`config.mk`:
```
export PLATFORM = sky130hd
export DESIGN_NAME = hex_word_scroller_flat
export DESIGN_NICKNAME = d
export VERILOG_FILES = /design/src/rtl/hex_word_scroller_if.sv /design/src/rtl/hex_word_scroller.sv /design/src/flat_wrapper.sv
export SDC_FILE = /design/constraint.sdc
export NUM_CORES = 1
export LEC_CHECK = 0
export CAP_MARGIN = 20
export CORE_UTILIZATION = 50
export DETAILED_ROUTE_END_ITERATION = 10
export HOLD_SLACK_MARGIN = 0.03
export PLACE_DENSITY = 0.72
export SLEW_MARGIN = 10
export SYNTH_ARGS = -nofsm -noshare
export SYNTH_HDL_FRONTEND = slang
export SYNTH_SLANG_ARGS = --single-unit
```
`constraint.sdc`:
```
create_clock -name Clock -period 7.6 [get_ports Clock]
set_input_delay 1.9 -clock Clock [delete_from_list [all_inputs] [get_ports Clock]]
set_output_delay 1.9 -clock Clock [all_outputs]
set_load 0.01 [all_outputs]
```
`src/rtl/hex_word_scroller_if.sv`:
```
// Control and display bundle between the board top level and hex_word_scroller.
// The master modport drives the controls; the slave modport returns segments, offset and wrap.
interface hex_word_scroller_if #(
  parameter int NUM_DISP = 6,
  parameter int WORD_LEN = 8
) ();
  localparam int OFF_W = (WORD_LEN > 2) ? $clog2(WORD_LEN) : 1;

  logic                    Load;
  logic [3*WORD_LEN-1:0]   Word_In;
  logic                    Run;
  logic                    Dir;
  logic                    Step;
  logic [7*NUM_DISP-1:0]   HEX;
  logic [OFF_W-1:0]        Offset;
  logic                    Wrap;

  modport master (
    output Load, Word_In, Run, Dir, Step,
    input  HEX, Offset, Wrap
  );

  modport slave (
    input  Load, Word_In, Run, Dir, Step,
    output HEX, Offset, Wrap
  );
endinterface

```
`src/rtl/hex_word_scroller.sv`:
```
// Rotating 7-segment word display: a WORD_LEN-character buffer viewed through a
// NUM_DISP-digit window that advances on a divided tick or on manual steps.
module hex_word_scroller #(
  parameter int NUM_DISP = 6,
  parameter int WORD_LEN = 8,
  parameter int TICK_DIV = 50000000
) (
  input  logic              Clock,
  input  logic              Reset,
  hex_word_scroller_if.slave bus
);
  localparam int OFF_W = (WORD_LEN > 2) ? $clog2(WORD_LEN) : 1;
  localparam int CNT_W = (TICK_DIV > 1) ? $clog2(TICK_DIV) : 1;
  localparam int IDX_W = 6;
  localparam int RED_N = 1 + (NUM_DISP - 1) / WORD_LEN;
  localparam logic [2:0] BLANK = 3'd7;

  logic [2:0]            buf_q [WORD_LEN];
  logic [2:0]            buf_d [WORD_LEN];
  logic [OFF_W-1:0]      offset_q, offset_d;
  logic [CNT_W-1:0]      cnt_q, cnt_d;
  logic                  wrap_q, wrap_d;
  logic [7*NUM_DISP-1:0] hex_q, hex_d;
  logic                  tick;
  logic                  adv;
  logic [IDX_W-1:0]      idx;
  logic [2:0]            ch;

  function automatic logic [6:0] seg7(input logic [2:0] code);
    logic [6:0] s;
    case (code)
      3'd0:    s = 7'b0100001;
      3'd1:    s = 7'b0000110;
      3'd2:    s = 7'b1111001;
      3'd3:    s = 7'b1000000;
      3'd4:    s = 7'b0001001;
      3'd5:    s = 7'b1000111;
      3'd6:    s = 7'b0001100;
      default: s = 7'b1111111;
    endcase
    return s;
  endfunction

  always_comb begin
    tick     = (cnt_q == CNT_W'(TICK_DIV - 1));
    adv      = bus.Run ? tick : bus.Step;
    cnt_d    = tick ? '0 : cnt_q + CNT_W'(1);
    offset_d = offset_q;
    wrap_d   = 1'b0;
    buf_d    = buf_q;
    if (adv) begin
      if (!bus.Dir) begin
        if (offset_q == OFF_W'(WORD_LEN - 1)) begin
          offset_d = '0;
          wrap_d   = 1'b1;
        end else begin
          offset_d = offset_q + OFF_W'(1);
        end
      end else begin
        if (offset_q == '0) begin
          offset_d = OFF_W'(WORD_LEN - 1);
          wrap_d   = 1'b1;
        end else begin
          offset_d = offset_q - OFF_W'(1);
        end
      end
    end
    // A load wins over any advance landing on the same cycle.
    if (bus.Load) begin
      for (int j = 0; j < WORD_LEN; j++) buf_d[j] = bus.Word_In[3*j +: 3];
      offset_d = '0;
      cnt_d    = '0;
      wrap_d   = 1'b0;
    end
  end

  always_comb begin
    hex_d = '0;
    idx   = '0;
    ch    = BLANK;
    for (int k = 0; k < NUM_DISP; k++) begin
      idx = IDX_W'(offset_q) + IDX_W'(NUM_DISP - 1 - k);
      // Bounded repeated subtraction replaces a modulo; RED_N covers the worst case.
      for (int r = 0; r < RED_N; r++) begin
        if (idx >= IDX_W'(WORD_LEN)) idx = idx - IDX_W'(WORD_LEN);
      end
      ch = BLANK;
      for (int j = 0; j < WORD_LEN; j++) begin
        if (idx == IDX_W'(j)) ch = buf_q[j];
      end
      hex_d[7*k +: 7] = seg7(ch);
    end
  end

  always_ff @(posedge Clock) begin
    if (Reset) begin
      offset_q <= '0;
      cnt_q    <= '0;
      wrap_q   <= 1'b0;
      hex_q    <= '1;
      for (int j = 0; j < WORD_LEN; j++) buf_q[j] <= BLANK;
    end else begin
      offset_q <= offset_d;
      cnt_q    <= cnt_d;
      wrap_q   <= wrap_d;
      hex_q    <= hex_d;
      buf_q    <= buf_d;
    end
  end

  assign bus.HEX    = hex_q;
  assign bus.Offset = offset_q;
  assign bus.Wrap   = wrap_q;
endmodule

```
`src/flat_wrapper.sv`:
```
// flat-port wrapper written by rule: the top's interface ports become plain ports
module hex_word_scroller_flat 
#(
  parameter int NUM_DISP = 6,
  parameter int WORD_LEN = 8,
  parameter int TICK_DIV = 50000000
)
  (Clock, Reset, bus_Load, bus_Word_In, bus_Run, bus_Dir, bus_Step, bus_HEX, bus_Offset, bus_Wrap);
  hex_word_scroller_if #(.NUM_DISP(NUM_DISP), .WORD_LEN(WORD_LEN)) bus_i ();
  input  logic Clock;
  input  logic Reset;
  input wire logic [$bits(bus_i.Load)-1:0] bus_Load;
  input wire logic [$bits(bus_i.Word_In)-1:0] bus_Word_In;
  input wire logic [$bits(bus_i.Run)-1:0] bus_Run;
  input wire logic [$bits(bus_i.Dir)-1:0] bus_Dir;
  input wire logic [$bits(bus_i.Step)-1:0] bus_Step;
  output wire logic [$bits(bus_i.HEX)-1:0] bus_HEX;
  output wire logic [$bits(bus_i.Offset)-1:0] bus_Offset;
  output wire logic [$bits(bus_i.Wrap)-1:0] bus_Wrap;
  assign bus_i.Load = bus_Load;
  assign bus_i.Word_In = bus_Word_In;
  assign bus_i.Run = bus_Run;
  assign bus_i.Dir = bus_Dir;
  assign bus_i.Step = bus_Step;
  assign bus_HEX = bus_i.HEX;
  assign bus_Offset = bus_i.Offset;
  assign bus_Wrap = bus_i.Wrap;
  hex_word_scroller #(.NUM_DISP(NUM_DISP), .WORD_LEN(WORD_LEN), .TICK_DIV(TICK_DIV)) u_core (.Clock(Clock), .Reset(Reset), .bus(bus_i));
endmodule
```
# Word level (Yosys, flattened, before mapping)
# Index checks and enable logic that the tools add are counted.
# op_classes
n_mux,67
eq_ne,80
bitwise,1
n_addsub,14
order_cmp,6
reduce_logical,16
# ops
op,count
$pmux 7 s7,6
$mux 3,51
$eq 6x3->1 const B,24
$eq 6x2->1 const B,12
$eq 3x3->1 const B,19
$eq 3x2->1 const B,12
$eq 6x1->1 const B,6
$logic_not 6->1,6
$mux 6,6
$ge 6x4->1 const B,5
$sub 6x4->6 const B,5
$add 26x1->26 const B,1
$eq 26x26->1 const B,1
$logic_not 3->1,7
$eq 3x1->1 const B,6
$add 3x2->4 const B,2
$add 3x3->4 const B,2
$reduce_or 3->1,2
$sub 3x4->5 const B,1
$add 3x1->4 const B,1
$ge 3x4->1 const B,1
$mux 1,4
$add 3x1->3 const B,1
$sub 3x1->3 const B,1
2 further kinds,2
# totals
input_bits,30
wordCells,196
register_bits,96
output_inout_bits,46

# Longest topological paths before layout
# depth
ltp_word,14
ltp_mapped,11

# Least setup slack after synthesis
# Ideal clock, no wire load.
# synth_path
kind,input port to flip-flop
from,in bus_Load
to,reg u_core.buf_q[12] in the netlist's numbering
slack_ps,4470
setup_ps,129
path_buffers,2
stages,4
t_arrival_ps,3001
cell_sequence,clkbuf_1 > clkbuf_1 > mux2i_1 > nand2_1
# synth_rtl
item,line_no,source
from (decl),flat_wrapper.sv:12,input wire logic [$bits(bus_i.Load)-1:0] bus_Load;
to (signal assigned),hex_word_scroller.sv:107,buf_q <= buf_d;
to (decl),hex_word_scroller.sv:18,logic [2:0] buf_q [WORD_LEN];

# Worst setup path after layout
# layout_path
from,reg u_core.offset_q[2] (netlist: u_core.bus.Offset[2])
to,out bus_Offset[2]
# layout_rtl
item,line_no,source
from (decl),hex_word_scroller.sv:20,"logic [OFF_W-1:0] offset_q, offset_d;"
from (signal assigned),hex_word_scroller.sv:103,offset_q <= offset_d;
to (decl),flat_wrapper.sv:18,output wire logic [$bits(bus_i.Offset)-1:0] bus_Offset;
# No word-level cell between the ends.

==> results summary <==
The flow ran to the end, and the final reports show no timing, DRC or antenna violations. The number of pins exceeding their max-slew limit in the final report is 0. The tool flagged a number of max-cap violations equal to 0. The slew at the pin with the worst max-slew slack came out at roughly 1 ns. The setup violation total in the final timing report is 0.

The congestion estimate from routability-driven global placement came to about 0.94. The category of the worst setup path capture point is an output pin. The headroom to the max-slew limit came out at 0.325. The count of antenna diodes in the layout came out at 0. Counting along the longest clock path gives a buffer depth of 2. The static leakage is roughly 2.3 nW.

Setup repair after global routing left no endpoint under its margin. The number of vias per cell after detailed routing is about 6. The number of search-and-repair iterations in the first detailed-routing pass came out at 5.

The routed via count came out at ~4800. After clock tree synthesis, the repair step resized 0 gates. The number of filler cells placed in the layout came out at slightly below 900. In this run, distinct cell masters in the synthesized netlist total 66.

The power per cell area came out at 186 nW/um^2. The floorplan row count is 36. The post-synthesis cell area came out at approximately 5200 um^2. The cell with the most instances after synthesis is dfxtp_1. The I/O pin total is 76. The peak ir drop on the vdd network came out at 0.000107 V. dfxtp_1 takes more of the synthesized area than any other cell. The setup skew after layout came out at around 0.015 ns. The leftover overflow at the end of global routing is 0. Clock tree synthesis found a total of 96 sinks. The clock reaches the later pin of the worst-skew pair after around 0.37 ns. The path category of the worst min-delay check is reg2reg. In this run the mean area of a mapped cell was around 8 um^2. The final antenna-violating net count is 0.

The longest individual stage delay on the worst path came out at ~0.6 ns. Entering global routing, the biggest net connects between 50 and 60 pins. In the global route stage, overall resource usage came out at 0.246. The share of layout cells above drive strength 1 is 0.0485. The die extent in y is 104 um. Among all flip-flop cells after synthesis, the most frequent one is dfxtp_1.

Setup total negative slack on the finished layout was measured at 0 ns. The total of flip-flops plus latches after synthesis came out at 96. The critical path goes through buf_4, clkdlybuf4s50_1. The number of warnings reported in the yosys synthesis log came out at 0. The chip width is between 100 and 150 um.

The area growth from synthesis to layout came out at 19.4%. The post-synth net total came out at around 670. The root cell of the clock tree is clkbuf_8. The die covers 10700 um^2. The first routing iteration left about 430 violations. The biggest fanout along the worst timing path came out at 27.

After clock tree synthesis, the setup repair step added 0 buffers. For this configuration, the core starts out at a cell density of 0.523. In this run the number of H-tree levels came out at 3. The clock tree from TritonCTS is built.

The nature of the critical path startpoint is a register. The highest clock rate is around 290 MHz. After the last flow step, the layout net total stands at 719.

The via count of the first global-routing pass was 4323. The first global-routing pass estimated 21400 um of wire. The largest individual stage delay along the critical path comes from the cell clkdlybuf4s50_1. The setup path with the least slack is of type reg2out. Counting every instance in the synthesized netlist gives around 630. Yosys mapped a number of flops with a built-in enable equal to 0. By area the synthesized netlist is led by dfxtp_1 37%, nand2_1 6.1%, mux2i_1 5.0%. Sorting the synthesized cells by how often they occur yields 96 x dfxtp_1, 84 x nand2_1, 52 x nor2_1. Of all flip-flops after synthesis, the portion carrying an async set or reset was 0. After detailed routing, the average wire length per cell comes to roughly 16 um.

The total routed wirelength came out at around 13000 um. The required time reported for the critical path endpoint came out at approximately 5.7 ns. The time the final worst path needs with I/O delays and setup came out at approximately 3.5 ns. The clock slew seen by the registers of the worst setup and hold paths came out at ~0.1 ns. The region available for standard cell placement spans around 9900 um^2. The half-perimeter wire length after placement came out at 9250 um.

Buffers inserted to repair hold after CTS numbered 0. The number of CTS-inserted buffers came out at 9. The share of synthesized area in the top cell type comes to 0.373. For this run, the share of the core covered by cells in the final layout is 0.624. The number of buffer cells added on primary ports came out at 75.

The number of antenna violations at the first check in global routing came to 0. For the worst setup path, the data arrival time is around 1.6 ns. The DRC violation count after routing came out at 0. The share of the Yosys chip area taken by registers is 0.373. The share of the clock period used by the worst path after layout is 0.456.

The final hold violation count is 0.
==> worst max-delay path: cells and delay by family (launching register included) <==
kind | cells | cell delay, ns
buffers and inverters | 2 | 0.87
DFF | 1 | 0.32
==> metrics by stage <==
step                worst slack [ns]  hold WS [ns]  total power, mW  area [um^2]  instances
detailed placement              3.94         0.464            0.814         5940        797
CTS                             4.12         0.488             1.15         6150        813
finish                          4.14         0.487             1.15         6160        814
floorplan                       4.47         0.442            0.709         5160        626
global route                    4.02         0.503             1.20         6160        814
global placement                4.02         0.451            0.807         5940        797
==> path summary, 6_finish.rpt <==
kind | startpoint | to | slack, ns | depth (start not counted)
max | u_core.bus.Offset[2]$_SDFFE_PP0P_ | bus_Offset[2] | 4.14 | 2
min | u_core.cnt_q[0]$_SDFF_PP0_ | u_core.cnt_q[0]$_SDFF_PP0_ | 0.49 | 1
max reg2reg | u_core.bus.Offset[0]$_SDFFE_PP0P_ | u_core.bus.HEX[39]$_SDFF_PP1_ | 4.30 | 9
min reg2reg | u_core.cnt_q[0]$_SDFF_PP0_ | u_core.cnt_q[0]$_SDFF_PP0_ | 0.49 | 1
==> sequential cells by signal (all words and copies together), names as in the netlist <==
| name | cells |
|---|---|
| u_core.bus.Offset | 3 |
| u_core.cnt_q | 26 |
| u_core.bus.HEX | 42 |
| u_core.bus.Wrap | 1 |
| u_core.buf_q | 24 |
==> cells by family (layout without fill, tap and decap cells) <==
kind of cell / Yosys count / in the layout / share of synthesized area
compound gates: 163 / 163 / 0.216
xor+xnor: 24 / 24 / 0.0408
fa+ha+maj: 14 / 14 / 0.0335
buf+inv: 63 / 118 / 0.0475
flops: 96 / 96 / 0.373
mux: 28 / 28 / 0.0575
simple gates: 238 / 238 / 0.232
==> layer usage <==
layer  GRT usage  share of wire  up-vias
met1       0.339           0.46     2222
met2       0.390           0.46      183
met5           0              0        -
met3      0.0384          0.065       21
met4      0.0859          0.018        0
li1            -              -     2349
==> cell type report <==
class                      count  area [um^2]  area share
multi-input combinational    467         2990       0.486
sequential                    96         1920       0.312
timing repair buffer          81          796       0.129
tap                          133          166      0.0270
clock buffer                  11          141      0.0230
inverter                      21         78.8      0.0128
clock inverter                 5         63.8      0.0104
==> cell usage in the layout (no fill, tap or decap), types with 10 or more instances in the layout <==
cell,synthesis,final
nand2b_1,12,12
inv_1,20,20
nand3_1,12,12
dfxtp_1,96,96
a21oi_1,28,28
xor2_1,15,15
nand2_1,84,84
nor2b_1,13,13
clkbuf_8,0,10
nand4_1,12,12
o21ai_0,38,38
mux2i_1,26,26
ha_1,13,13
o211ai_1,19,19
clkdlybuf4s50_1,0,74
nor2_1,52,52
==> power breakdown <==
| part | switching [mW] | total (mW) | internal, mW | leakage (nW) |
|---|---|---|---|---|
| Combinational | 0.123 | 0.243 | 0.120 | 1.45 |
| Sequential | 0.0232 | 0.562 | 0.539 | 0.790 |
| Clock | 0.178 | 0.341 | 0.164 | 0.100 |
| Total | 0.324 | 1.15 | 0.822 | 2.34 |
No activity file was read; power rests on OpenSTA's default activity.
